<file path="src/rtl/usart_rx.sv">
// usart_rx: 8N1 UART receiver with a held data register and a ready/ack handshake.
// One bit period is prescaler+1 clocks, and each bit is sampled near mid-bit.
module usart_rx #(
    parameter int SYNC_STAGES = 2,
    parameter int PRESC_W     = 16
) (
    input  logic               clock,
    input  logic               reset,
    input  logic [PRESC_W-1:0] prescaler,
    input  logic               rx_pin,
    input  logic               read_ack,
    output logic [7:0]         data,
    output logic               rx_ready,
    output logic               overrun,
    output logic               framing_error,
    output logic               busy
);

    typedef enum logic [2:0] {
        S_IDLE,
        S_START,
        S_DATA,
        S_STOP,
        S_BREAK
    } state_t;

    localparam logic [PRESC_W-1:0] ONE = {{(PRESC_W-1){1'b0}}, 1'b1};

    state_t               r_state;
    state_t               w_state_nxt;
    logic [SYNC_STAGES-1:0] r_sync;
    logic [PRESC_W-1:0]   r_presc;
    logic [PRESC_W-1:0]   w_presc_nxt;
    logic [PRESC_W-1:0]   r_timer;
    logic [PRESC_W-1:0]   w_timer_nxt;
    logic [2:0]           r_bitcnt;
    logic [2:0]           w_bitcnt_nxt;
    logic [7:0]           r_shift;
    logic [7:0]           w_shift_nxt;
    logic [7:0]           r_data;
    logic [7:0]           w_data_nxt;
    logic                 r_ready;
    logic                 w_ready_nxt;
    logic                 r_overrun;
    logic                 w_overrun_nxt;
    logic                 r_ferr;
    logic                 w_ferr_nxt;
    logic                 r_busy;
    logic                 w_busy_nxt;
    logic                 w_rxs;
    logic                 w_tick;

    assign w_rxs  = r_sync[SYNC_STAGES-1];
    // START waits half a bit; every later phase waits a full bit.
    assign w_tick = (r_state == S_START) ? (r_timer == (r_presc >> 1))
                                         : (r_timer == r_presc);

    assign data          = r_data;
    assign rx_ready      = r_ready;
    assign overrun       = r_overrun;
    assign framing_error = r_ferr;
    assign busy          = r_busy;

    // Synchronise the asynchronous serial line; resets to the idle (high) level.
    always_ff @(posedge clock or posedge reset) begin
        if (reset) begin
            r_sync <= '1;
        end else begin
            r_sync <= {r_sync[SYNC_STAGES-2:0], rx_pin};
        end
    end

    // State and datapath registers.
    always_ff @(posedge clock or posedge reset) begin
        if (reset) begin
            r_state   <= S_IDLE;
            r_presc   <= '0;
            r_timer   <= '0;
            r_bitcnt  <= '0;
            r_shift   <= '0;
            r_data    <= '0;
            r_ready   <= 1'b0;
            r_overrun <= 1'b0;
            r_ferr    <= 1'b0;
            r_busy    <= 1'b0;
        end else begin
            r_state   <= w_state_nxt;
            r_presc   <= w_presc_nxt;
            r_timer   <= w_timer_nxt;
            r_bitcnt  <= w_bitcnt_nxt;
            r_shift   <= w_shift_nxt;
            r_data    <= w_data_nxt;
            r_ready   <= w_ready_nxt;
            r_overrun <= w_overrun_nxt;
            r_ferr    <= w_ferr_nxt;
            r_busy    <= w_busy_nxt;
        end
    end

    // Next-state logic: frame sequencing, sampling and the consumer handshake.
    always_comb begin
        w_state_nxt   = r_state;
        w_presc_nxt   = r_presc;
        w_timer_nxt   = r_timer + ONE;
        w_bitcnt_nxt  = r_bitcnt;
        w_shift_nxt   = r_shift;
        w_data_nxt    = r_data;
        w_ready_nxt   = r_ready;
        w_overrun_nxt = r_overrun;
        w_ferr_nxt    = 1'b0;
        w_busy_nxt    = r_busy;

        // An ack consumes the byte; a same-cycle completion below re-arms ready.
        if (read_ack) begin
            w_ready_nxt   = 1'b0;
            w_overrun_nxt = 1'b0;
        end

        unique case (r_state)
            S_IDLE: begin
                w_timer_nxt = '0;
                if (!w_rxs) begin
                    w_presc_nxt  = prescaler;
                    w_bitcnt_nxt = '0;
                    w_busy_nxt   = 1'b1;
                    w_state_nxt  = S_START;
                end
            end
            S_START: begin
                if (w_tick) begin
                    w_timer_nxt = '0;
                    if (w_rxs) begin
                        w_busy_nxt  = 1'b0;
                        w_state_nxt = S_IDLE;
                    end else begin
                        w_state_nxt = S_DATA;
                    end
                end
            end
            S_DATA: begin
                if (w_tick) begin
                    w_timer_nxt           = '0;
                    w_shift_nxt[r_bitcnt] = w_rxs;
                    w_bitcnt_nxt          = r_bitcnt + 3'd1;
                    if (r_bitcnt == 3'd7) begin
                        w_state_nxt = S_STOP;
                    end
                end
            end
            S_STOP: begin
                if (w_tick) begin
                    w_timer_nxt = '0;
                    if (w_rxs) begin
                        if (!r_ready || read_ack) begin
                            w_data_nxt  = r_shift;
                            w_ready_nxt = 1'b1;
                        end else begin
                            w_overrun_nxt = 1'b1;
                        end
                        w_busy_nxt  = 1'b0;
                        w_state_nxt = S_IDLE;
                    end else begin
                        w_ferr_nxt  = 1'b1;
                        w_state_nxt = S_BREAK;
                    end
                end
            end
            S_BREAK: begin
                // A line held low must not be mistaken for a new start bit.
                w_timer_nxt = '0;
                if (w_rxs) begin
                    w_busy_nxt  = 1'b0;
                    w_state_nxt = S_IDLE;
                end
            end
            default: begin
                w_busy_nxt  = 1'b0;
                w_state_nxt = S_IDLE;
            end
        endcase
    end

endmodule

</file>
<file path="config.mk">
export PLATFORM = sky130hd
export DESIGN_NAME = usart_rx
export DESIGN_NICKNAME = d
export VERILOG_FILES = /design/src/rtl/usart_rx.sv
export SDC_FILE = /design/constraint.sdc
export NUM_CORES = 1
export LEC_CHECK = 0
export BUFFER_PORTS_ARGS = -buffer_cell sky130_fd_sc_hd__buf_2
export CORE_MARGIN = 2
export CORE_UTILIZATION = 45
export CTS_CLUSTER_SIZE = 20
export DETAILED_ROUTE_END_ITERATION = 16
export HOLD_SLACK_MARGIN = 0.03
export PLACE_DENSITY_LB_ADDON = 0.3
export SYNTH_ARGS = -nofsm -noshare
export SYNTH_HDL_FRONTEND = slang
export SYNTH_SLANG_ARGS = --single-unit
</file>
<file path="constraint.sdc">
create_clock -name clock -period 5.1 [get_ports clock]
set_input_delay 0.51 -clock clock [delete_from_list [all_inputs] [get_ports clock]]
set_output_delay 0.51 -clock clock [all_outputs]
set_load 0.01 [all_outputs]
</file>
Word-level counts from Yosys, hierarchy flattened
Index checks and enable logic that the tools add are counted.

word-level totals
  word-level logic and storage cells = 80
  input port bits = 20
  output and inout port bits = 12
  register bits after elaboration = 60

cells by class
  multiplexer cells = 35
  reduce and logical (&&, ||, !) cells = 14
  $lt $le $gt $ge = 2
  equality and inequality tests = 14
  add/subtract/negate cells = 2
  bitwise operators = 2

operators by type and width
  operator                                                                       number
  16-bit one-hot mux with 2 select lines                                         1
  3-bit two-way mux                                                              9
  1-bit two-way mux                                                              18
  16-bit by 1-bit adder with 16-bit output (second input constant)               1
  16-bit by 15-bit == test with 1-bit output                                     1
  16-bit == test                                                                 1
  16-bit two-way mux                                                             1
  3-bit one-hot mux with 5 select lines                                          1
  2-bit != test (second input constant)                                          6
  8-bit bitwise mux                                                              1
  3-bit by 2-bit == test with 1-bit output (second input constant)               2
  3-bit == test (second input constant)                                          2
  3-bit one-hot mux with 2 select lines                                          1
  3-bit AND reduction                                                            2
  6-bit AND reduction                                                            1
  3-bit by 4-bit less-than comparator with 1-bit output (second input constant)  1
  1-bit one-hot mux with 4 select lines                                          1
  2-bit AND reduction                                                            2
  4-bit AND reduction                                                            1
  2-bit OR reduction                                                             2
  3-bit by 1-bit adder with 3-bit output (second input constant)                 1
  1-bit demux with 3-bit select                                                  1
  3-bit by 1-bit == test with 1-bit output (second input constant)               1
  3-bit by 1-bit >= comparator with 1-bit output (second input constant)         1
  other kinds (9)                                                                10

Logic depth before layout (Yosys ltp)
Gate-level depths: netlist of the first run.

  depth after elaboration = 6
  mapped depth = 11
  mapped depth without buffers = 7

Worst setup path after synthesis of the first run
OpenSTA, ideal clock, no wires.

  path type = reg-to-reg
  from = register r_state[1]
  to = register r_data[0] (netlist: data[0])
  period minus slack after synthesis = 2.562 ns
  arrival time = 2.437 ns
  buffers on the path = 3
  cell stages (with the launch flop) = 11
  required time = 4.975 ns
  slack = 2.538 ns
  setup time = 0.125 ns
  cells stage by stage = dfrtp_1 nor3b_2 buf_4 buf_2 mux2i_1 nor2_1 nor4_1 and4bb_1 buf_4 nor3b_4 mux2_2

on the way
  cells in the longest elaborated chain, start to end = 3
  elaborated cells on any way between the ends = 4
  those cells by class = eq/ne: 2; mux: 1; reduce/logical: 1

ends and longest elaborated chain
  what                                      line  RTL
  from (decl)                               29    state_t r_state;
  from (signal assigned)                    87    r_state <= w_state_nxt;
  3-bit by 1-bit == test with 1-bit output  55    assign w_tick = (r_state == S_START) ? (r_timer == (r_presc >> 1))
  1-bit two-way mux                         55
  4-bit AND reduction (no line) (*)         n/a
  to (signal assigned)                      92    r_data <= w_data_nxt;
  to (decl)                                 40    logic [7:0] r_data;

Mark *: on every way between the ends. The rest lies on a longest branch, timed or not.
A chain may end at the register's enable or synchronous reset.

Worst setup path after layout of the first run
  from = register r_state[1]
  to = register r_data[1] (netlist: data[1])

The elaborated chain is that of the path after synthesis.

==> results of run 1 <==
## report_power, final
group | internal, mW | switching [mW] | total (mW)
Clock | 0.287 | 0.194 | 0.481
Combinational | 0.0505 | 0.0513 | 0.102
Sequential | 0.504 | 0.0478 | 0.552
Total | 0.842 | 0.293 | 1.14
## state kept, by name, indices dropped and copies added, names as in the netlist
signal	flops
r_shift	8
overrun	1
data	8
busy	1
r_presc	16
r_state	3
r_bitcnt	3
r_sync	2
rx_ready	1
framing_error	1
r_timer	16
## logic make-up after synthesis
kind of cell,after synthesis,synth area share
fa+ha+maj,3,0.0123
buf+inv,34,0.0480
simple gates,104,0.171
xor+xnor,25,0.0718
flops,60,0.493
mux,36,0.130
compound gates,33,0.0738
## per-stage QoR
stage	instances	area, um2	setup WS [ps]	hold WS [ps]
5_1_grt	408	3470	798	243
4_1_cts	408	3470	1180	241
3_5_place_dp	392	3250	1200	349
3_3_place_gp	392	3250	1280	347
2_1_floorplan	295	3050	2540	345
6_report	408	3470	1200	252
## cells in the final DEF (no fill, tap or decap), types with 2 or more instances in the layout
| master | synthesis | layout |
|---|---|---|
| dfstp_2 | 2 | 2 |
| inv_1 | 18 | 17 |
| and2_1 | 2 | 2 |
| a22oi_1 | 3 | 3 |
| buf_4 | 2 | 2 |
| nor2_1 | 35 | 35 |
| nand2_1 | 18 | 18 |
| dfrtp_1 | 58 | 58 |
| bufinv_16 | 0 | 2 |
| xnor2_1 | 12 | 12 |
| a21oi_1 | 3 | 3 |
| clkbuf_8 | 0 | 10 |
| mux2_2 | 28 | 28 |
| nand3_1 | 16 | 16 |
| clkinvlp_4 | 0 | 3 |
| xor2_1 | 13 | 13 |
| nor2b_1 | 9 | 9 |
| o21ai_0 | 8 | 8 |
| nand4_1 | 5 | 5 |
| ha_1 | 3 | 3 |
| nor3_1 | 4 | 4 |
| and3_1 | 5 | 5 |
| o22ai_1 | 6 | 6 |
| mux2i_1 | 8 | 8 |
| buf_2 | 3 | 31 |
| a22o_1 | 2 | 2 |
| nor4_1 | 5 | 4 |
| a2111oi_0 | 4 | 4 |
## worst paths after layout
| path | from | to |
|---|---|---|
| worst min register to register | r_sync[0] | r_sync[1] |
| min in group asynchronous | reset | r_timer[0] |
| max in group asynchronous | reset | r_timer[3] |
| worst max-delay path | r_state[1] | data[1] |
| worst max register to register | r_state[1] | data[1] |
| worst min-delay path | rx_pin | r_sync[0] |
## layout make-up
type                       instances  share of cell area
clock buffer                      10              0.0396
clock inverter                     6              0.0252
inverter                          18              0.0195
multi-input combinational        201               0.405
sequential                        60               0.433
tap                               80              0.0288
timing repair buffer              33              0.0490
## layer usage
layer,vias up,GRT usage,routed length [um]
li1,1073,-,-
met3,14,0.0410,220
met5,-,0,0
met2,41,0.281,2920
met4,0,0.102,162
met1,1061,0.231,2700
==> impl_metrics.env, run 1 <==
export IMPL_status="complete, no violations"
export IMPL_slew_viol_final=0
export IMPL_postCtsResizedCells=0
export IMPL_drc=0
export IMPL_antenna_left=0
export IMPL_h_tree_depth=3
export IMPL_num_vias=2189
export IMPL_cp_buffers_inverters=0
export IMPL_crit_fanout=19
export IMPL_synth_top_area_cell="dfrtp_1"
export IMPL_worst_ep_arrival_time_ps=4140
export IMPL_finalClockSkew_ps=5.43
export IMPL_p_per_area_nw_per_um2=327
export IMPL_antenna_found_initial=0
export IMPL_synthArstFlopShare=1.00
export IMPL_dr_pass1_iters=4
export IMPL_power_mw=1.14
export IMPL_worstHoldPathType="in -> reg"
export IMPL_synth_fp_nets=318
export IMPL_dpl_hpwl_um=4170
export IMPL_synth_cells_most_frequent="58 x dfrtp_1, 35 x nor2_1, 28 x mux2_2"
export IMPL_final_util=0.520
export IMPL_period_share=0.766
export IMPL_start_util=0.457
export IMPL_grt_use_total=0.180
export IMPL_rows=30
export IMPL_fillerInstances=626
export IMPL_clockRootBuffer="clkbuf_8"
export IMPL_ys_types=39
export IMPL_synth_edff_count=0
export IMPL_grt_ovfl_total=0
export IMPL_drt_initial_drc_count=83
export IMPL_yosysSeqAreaShare=0.493
export IMPL_hold_buffers=0
export IMPL_fmax_mhz=256
export IMPL_grt_max_degree=61
export IMPL_synth_warnings=0
export IMPL_drive_gt1_frac=0.256
export IMPL_r2r_setup_slack_ps=1200
export IMPL_critPathMaxStageDelay_ps=1000
export IMPL_maxCapViolations=0
export IMPL_post_cts_buffers=0
export IMPL_portBuffers=31
export IMPL_fin_crit_ps=3900
export IMPL_cts_tree="yes"
export IMPL_fin_nets=346
export IMPL_die_h_um=86.3
export IMPL_cp_slowest_cell="nor3b_2"
export IMPL_cp_required_ps=5330
export IMPL_cp_num_cells=7
export IMPL_numCtsBuffers=9
export IMPL_clk_path_buf_depth=2
export IMPL_critPathLaunchType="flop"
export IMPL_fp_dieW_um=86.3
export IMPL_grt_pass1_wl_um=10200
export IMPL_tightest_slew_ps=1180
export IMPL_min_path_cells=1
export IMPL_diodes=0
export IMPL_ys_top_cells_by_area="dfrtp_1 48%, mux2_2 10%, nor2_1 4.3%"
export IMPL_crit_family="simple AND/OR/NAND/NOR gates"
export IMPL_seq_area_um2=1500
export IMPL_insertion_delay_ps=350
export IMPL_peakVddDrop_uv=157
export IMPL_r2r_cells=7
export IMPL_synth_top_area_frac=0.476
export IMPL_multi_input_area_um2=1410
export IMPL_synth_most_common_cell="dfrtp_1"
export IMPL_gp_congestion=0.840
export IMPL_cts_sinks=60
export IMPL_rsz0062_at_grt="no"
export IMPL_hold_viol=0
export IMPL_setup_viol=0
export IMPL_avgSynthCellArea_um2=10.3
export IMPL_grt_pass1_vias=2160
export IMPL_syn_cell_area_um2=3050
export IMPL_ys_flop_type="dfrtp_1"
export IMPL_wl_per_cell_um=14.7
export IMPL_dieArea_um2=7450
export IMPL_worstPathCellList="nor3b_2 -> mux2i_1 -> xnor2_1 -> a2111oi_0 -> and4bb_1 -> nor3b_4 -> mux2_2"
export IMPL_routed_via_density=5.37
export IMPL_finalSetupTns_ps=0
export IMPL_pin_count=32
export IMPL_synth_seq_cells=60
export IMPL_cellLeakagePower_nw=1.67
export IMPL_end_kind="flop"
export IMPL_syn_to_final_growth_pct=13.9
export IMPL_syn_inst=295
export IMPL_relSlewSlack=0.208
export IMPL_routed_wl_um=6010
export IMPL_cts_reportedPaths_clkPinSlew_ps=70
export IMPL_floorplan_core_area_um2=6680
export IMPL_path_class="reg -> reg"
Note: power is estimated with default switching activity, not from simulation.
==> inputs of run 2 (changes only) <==
==> constraint.sdc (replaced) <==
create_clock -name clock -period 3.32 [get_ports clock]
set_input_delay 0.332 -clock clock [delete_from_list [all_inputs] [get_ports clock]]
set_output_delay 0.332 -clock clock [all_outputs]
set_load 0.01 [all_outputs]
==> impl_metrics.env, run 2 (synthesis results as in run 1) <==
export IMPL_status="complete, no violations"
export IMPL_diodes=0
export IMPL_placed_area_um2=3290
export IMPL_insertion_delay_ps=340
export IMPL_timing_rr_start="r_state[2]"
export IMPL_grt_use_total=0.182
export IMPL_fmax_mhz=348
export IMPL_clk_path_buf_depth=2
export IMPL_r2r_setup_slack_ps=440
export IMPL_end_kind="flop"
export IMPL_hold_viol=0
export IMPL_dieArea_um2=7450
export IMPL_seq_area_um2=1500
export IMPL_reg_top3="r_presc (16), r_timer (16)"
export IMPL_peakVddDrop_uv=281
export IMPL_path_class="reg -> reg"
export IMPL_layout_commonest_cell="dfrtp_1"
export IMPL_syn_to_final_growth_pct=15.5
export IMPL_cts_sinks=60
export IMPL_finalSetupTns_ps=0
export IMPL_r2r_cells=9
export IMPL_multi_input_area_um2=1410
export IMPL_clockRootBuffer="clkbuf_8"
export IMPL_cp_required_ps=3520
export IMPL_slew_viol_final=0
export IMPL_post_cts_buffers=0
export IMPL_period_share=0.866
export IMPL_final_cell_mix="58 x dfrtp_1, 35 x nor2_1, 31 x buf_2"
export IMPL_worstSetupEndpoint="r_timer[15]"
export IMPL_start_util=0.457
export IMPL_postCtsResizedCells=0
export IMPL_fin_crit_ps=2880
export IMPL_grt_max_degree=37
export IMPL_die_h_um=86.3
export IMPL_antenna_left=0
export IMPL_finalClockSkew_ps=6.79
export IMPL_drc=0
export IMPL_dpl_hpwl_um=4320
export IMPL_cts_reportedPaths_clkPinSlew_ps=70
export IMPL_worstHoldPathType="in -> async"
export IMPL_fillerInstances=623
export IMPL_rsz0062_at_grt="no"
export IMPL_fp_dieW_um=86.3
export IMPL_gp_congestion=0.844
export IMPL_grt_ovfl_total=0
export IMPL_cts_tree="yes"
export IMPL_setup_viol=0
export IMPL_cellLeakagePower_nw=1.71
export IMPL_tightest_slew_ps=540
export IMPL_dr_pass1_iters=4
export IMPL_antenna_found_initial=0
export IMPL_stdcell_area_um2=3520
export IMPL_drt_initial_drc_count=109
export IMPL_critPathLaunchType="flop"
export IMPL_numCtsBuffers=9
export IMPL_rows=30
export IMPL_h_tree_depth=3
export IMPL_p_per_area_nw_per_um2=509
export IMPL_relSlewSlack=0.640
export IMPL_rr_endpoint="r_timer[15]"
export IMPL_routed_via_density=5.40
export IMPL_grt_pass1_wl_um=10200
export IMPL_wl_per_cell_um=14.5
export IMPL_grt_pass1_vias=2115
export IMPL_fin_nets=351
export IMPL_portBuffers=31
export IMPL_worst_ep_arrival_time_ps=3080
export IMPL_crit_fanout=18
export IMPL_startpoint="r_state[2]"
export IMPL_hold_buffers=0
export IMPL_pin_count=32
export IMPL_maxCapViolations=0
export IMPL_num_vias=2230
export IMPL_routed_wl_um=6000
export IMPL_floorplan_core_area_um2=6680
export IMPL_drive_gt1_frac=0.267
==> run 2: how the worst min path moves through the flow <==
| stage | endpoint | slack (ps) | cells past startpoint |
|---|---|---|---|
| global route | r_sync[0] | 60 | 1 |
| detailed placement | r_sync[1] | 350 | 0 |
| floorplan | r_sync[0] | 340 | 0 |
| finish | r_presc[15] | 20 | 2 |
| global placement | r_sync[1] | 350 | 0 |
| CTS | r_presc[5] | 30 | 2 |
==> run 2: metrics by stage <==
stage	cells	worst slack [ps]	hold WS [ps]	utilization	total power, mW
6_report	413	444	23.0	0.527	1.79
5_1_grt	413	158	61.2	0.527	1.88
4_1_cts	413	447	30.4	0.527	1.81
3_5_place_dp	397	455	349	0.492	1.02
3_3_place_gp	397	546	349	0.492	1.01
2_1_floorplan	295	758	336	-	0.966
==> run 2: power by group <==
| group | internal (mW) | leakage [nW] | total [mW] | switching [mW] |
|---|---|---|---|---|
| Sequential | 0.775 | 0.775 | 0.849 | 0.0739 |
| Clock | 0.497 | 0.123 | 0.788 | 0.292 |
| Combinational | 0.0775 | 0.816 | 0.154 | 0.0769 |
| Total | 1.35 | 1.71 | 1.79 | 0.443 |
==> run 2: layout make-up <==
class | count | share of cell area
sequential | 60 | 0.427
multi-input combinational | 201 | 0.399
timing repair buffer | 38 | 0.0589
clock buffer | 9 | 0.0352
clock inverter | 7 | 0.0323
tap | 80 | 0.0284
inverter | 18 | 0.0192
==> run 2: layer usage <==
layer / track usage / share of wire / routed length, um
met1: 0.218 / 0.45 / 2680
met2: 0.294 / 0.49 / 2950
met3: 0.0648 / 0.041 / 247
met4: 0.0781 / 0.021 / 127
met5: 0 / 0 / 0
==> run 2: critical path: stages, from the launching register on <==
cell,delay [ps]
dfrtp_1,390
nor3b_2,430
buf_4,300
mux2i_1,220
nor2_1,60
nor4_1,240
and4bb_1,260
buf_4,220
a21o_1,490
nor2_1,130
==> inputs of run 3 (changes only) <==
--- a/config.mk
+++ b/config.mk
@@ -5,6 +5,7 @@
 export SDC_FILE = /design/constraint.sdc
 export NUM_CORES = 1
 export LEC_CHECK = 0
+export ABC_AREA = 1
 export BUFFER_PORTS_ARGS = -buffer_cell sky130_fd_sc_hd__buf_2
 export CORE_MARGIN = 2
 export CORE_UTILIZATION = 45
==> impl_metrics.env, run 3 <==
export IMPL_final_util=0.517
export IMPL_fmax_mhz=390
export IMPL_synth_top_area_frac=0.442
export IMPL_drive_gt1_frac=0.171
export IMPL_critPathMaxStageDelay_ps=450
export IMPL_gp_congestion=0.840
export IMPL_synth_fp_nets=454
export IMPL_clockRootBuffer="clkbuf_8"
export IMPL_antenna_found_initial=0
export IMPL_cts_sinks=60
export IMPL_die_h_um=89.4
export IMPL_post_cts_buffers=0
export IMPL_p_per_area_nw_per_um2=473
export IMPL_routed_via_density=4.80
export IMPL_fillerInstances=693
export IMPL_cpMostUsedCell="nand2_1"
export IMPL_start_util=0.458
export IMPL_cp_required_ps=3520
export IMPL_multi_input_area_um2=1480
export IMPL_synth_warnings=0
export IMPL_setup_viol=0
export IMPL_avgSynthCellArea_um2=7.62
export IMPL_wl_per_cell_um=11.6
export IMPL_grt_max_degree=35
export IMPL_hold_buffers=0
export IMPL_portBuffers=31
export IMPL_synth_edff_count=0
export IMPL_worstPathCellList="inv_2 -> nand3_2 -> nand2_1 -> nand2_1 -> nand2_1 -> nand2_1 -> nor2_1 -> nand2_1 -> nor2_2 -> nand2_4 -> o21ai_4 -> nor2_1"
export IMPL_relSlewSlack=0.536
export IMPL_insertion_delay_ps=340
export IMPL_ys_flop_type="dfrtp_1"
export IMPL_crit_fanout=23
export IMPL_cp_slowest_cell="o21ai_4"
export IMPL_fin_crit_ps=2560
export IMPL_grt_use_total=0.184
export IMPL_seq_area_um2=1500
export IMPL_pin_count=32
export IMPL_grt_pass1_wl_um=11500
export IMPL_finalClockSkew_ps=9.86
export IMPL_worst_ep_arrival_time_ps=2770
export IMPL_drc=0
export IMPL_cts_tree="yes"
export IMPL_rows=31
export IMPL_ys_types=34
export IMPL_critPathLaunchType="flop"
export IMPL_grt_ovfl_total=0
export IMPL_floorplan_core_area_um2=7180
export IMPL_synth_seq_cells=60
export IMPL_synth_top_area_cell="dfrtp_1"
export IMPL_clk_path_buf_depth=2
export IMPL_syn_inst=431
export IMPL_peakVddDrop_uv=253
export IMPL_fin_nets=487
export IMPL_final_cell_mix="128 x nand2_1, 58 x dfrtp_1, 55 x inv_1"
export IMPL_numCtsBuffers=9
export IMPL_tightest_slew_ps=695
export IMPL_status="complete, no violations"
export IMPL_grt_pass1_vias=2464
export IMPL_synth_cells_most_frequent="128 x nand2_1, 58 x dfrtp_1, 56 x inv_1"
export IMPL_cts_reportedPaths_clkPinSlew_ps=70
export IMPL_routed_wl_um=6570
export IMPL_reg_top3="r_presc (16), r_timer (16)"
export IMPL_synthArstFlopShare=1.00
export IMPL_rsz0062_at_grt="no"
export IMPL_end_kind="flop"
export IMPL_drt_initial_drc_count=166
export IMPL_cellLeakagePower_nw=1.88
export IMPL_path_class="reg -> reg"
export IMPL_slew_viol_final=0
export IMPL_r2r_setup_slack_ps=760
export IMPL_h_tree_depth=3
export IMPL_diodes=0
export IMPL_ys_top_cells_by_area="dfrtp_1 44%, nand2_1 15%, inv_1 6.4%"
export IMPL_syn_to_final_growth_pct=13.0
export IMPL_worstHoldPathType="in -> async"
export IMPL_dr_pass1_iters=5
export IMPL_num_vias=2725
export IMPL_dieArea_um2=8000
export IMPL_finalSetupTns_ps=0
export IMPL_dpl_hpwl_um=4760
export IMPL_fp_dieW_um=89.4
export IMPL_synth_most_common_cell="nand2_1"
export IMPL_postCtsResizedCells=0
export IMPL_yosysSeqAreaShare=0.458
export IMPL_period_share=0.772
export IMPL_hold_viol=0
export IMPL_maxCapViolations=0
export IMPL_antenna_left=0
export IMPL_syn_cell_area_um2=3280
export IMPL_layout_commonest_cell="nand2_1"
-- run 3: changes by cell type in the layout (fill, tap and decap cells not counted), moves of 8 or more --
cell     previous run  this run
nand3_1            16        40
inv_1              17        55
mux2i_1             8         0
xnor2_1            12         0
o21ai_2             0         9
nor2b_1             9         0
a21oi_1             3        13
nand2_1            18       128
mux2_2             28         5
nor2_1             35        50
-- run 3: critical path, delay by kind of cell, from the launching register on --
kind,cells,cell delay [ps]
buf+inv,1,140
compound gates,1,450
flops,1,440
simple gates,10,1400
-- run 3: metal layers --
metal  global-route usage  up-vias  share of wire
met1                0.260     1228           0.50
met5                    0        -              0
met3               0.0499        9          0.046
met4               0.0366        0          0.010
li1                     -     1423              -
met2                0.284       65           0.44
-- run 3: area by class of cell --
class                           count  area share
Timing Repair Buffer               33      0.0459
Tap cell                           99      0.0334
Multi-Input combinational cell    299       0.399
Clock buffer                       12      0.0418
Clock inverter                      4      0.0128
Inverter                           61      0.0617
Sequential cell                    60       0.406
-- run 3: where the power goes --
| part | switching (mW) | internal (mW) |
|---|---|---|
| Combinational | 0.149 | 0.0931 |
| Sequential | 0.0614 | 0.786 |
| Clock | 0.277 | 0.385 |
-- run 3: kinds of logic after synthesis --
group | count (synthesis) | share of synthesized area
and+or+nand+nor | 243 | 0.321
AOI/OAI and AO/OA | 40 | 0.0800
xor gates and xnor gates | 8 | 0.0213
muxes | 5 | 0.0171
adders and majority gates | 3 | 0.0114
DFF | 60 | 0.458
buffers and inverters | 72 | 0.0915
-- run 3: stage by stage --
stage               worst slack (ps)  power, mW  area [um2]  instances  hold WS, ps
finish                           756       1.75        3710        568         97.5
global route                     427       1.87        3710        568         86.1
global placement                 885       1.09        3510        552          346
floorplan                       1300       1.04        3280        431          336
detailed placement               773       1.10        3510        552          347
CTS                              756       1.77        3710        568         87.7
-- run 3: path summary, 6_finish.rpt --
check / from / endpoint / cells after the start
min in group clock: rx_pin / r_sync[0] / 1
max in group asynchronous: reset / r_sync[0] / 3
hold reg to reg: r_sync[0] / r_sync[1] / 0
hold / removal: reset / r_presc[2] / 2
setup / recovery: r_state[1] / r_timer[14] / 12
setup reg to reg: r_state[1] / r_timer[14] / 12
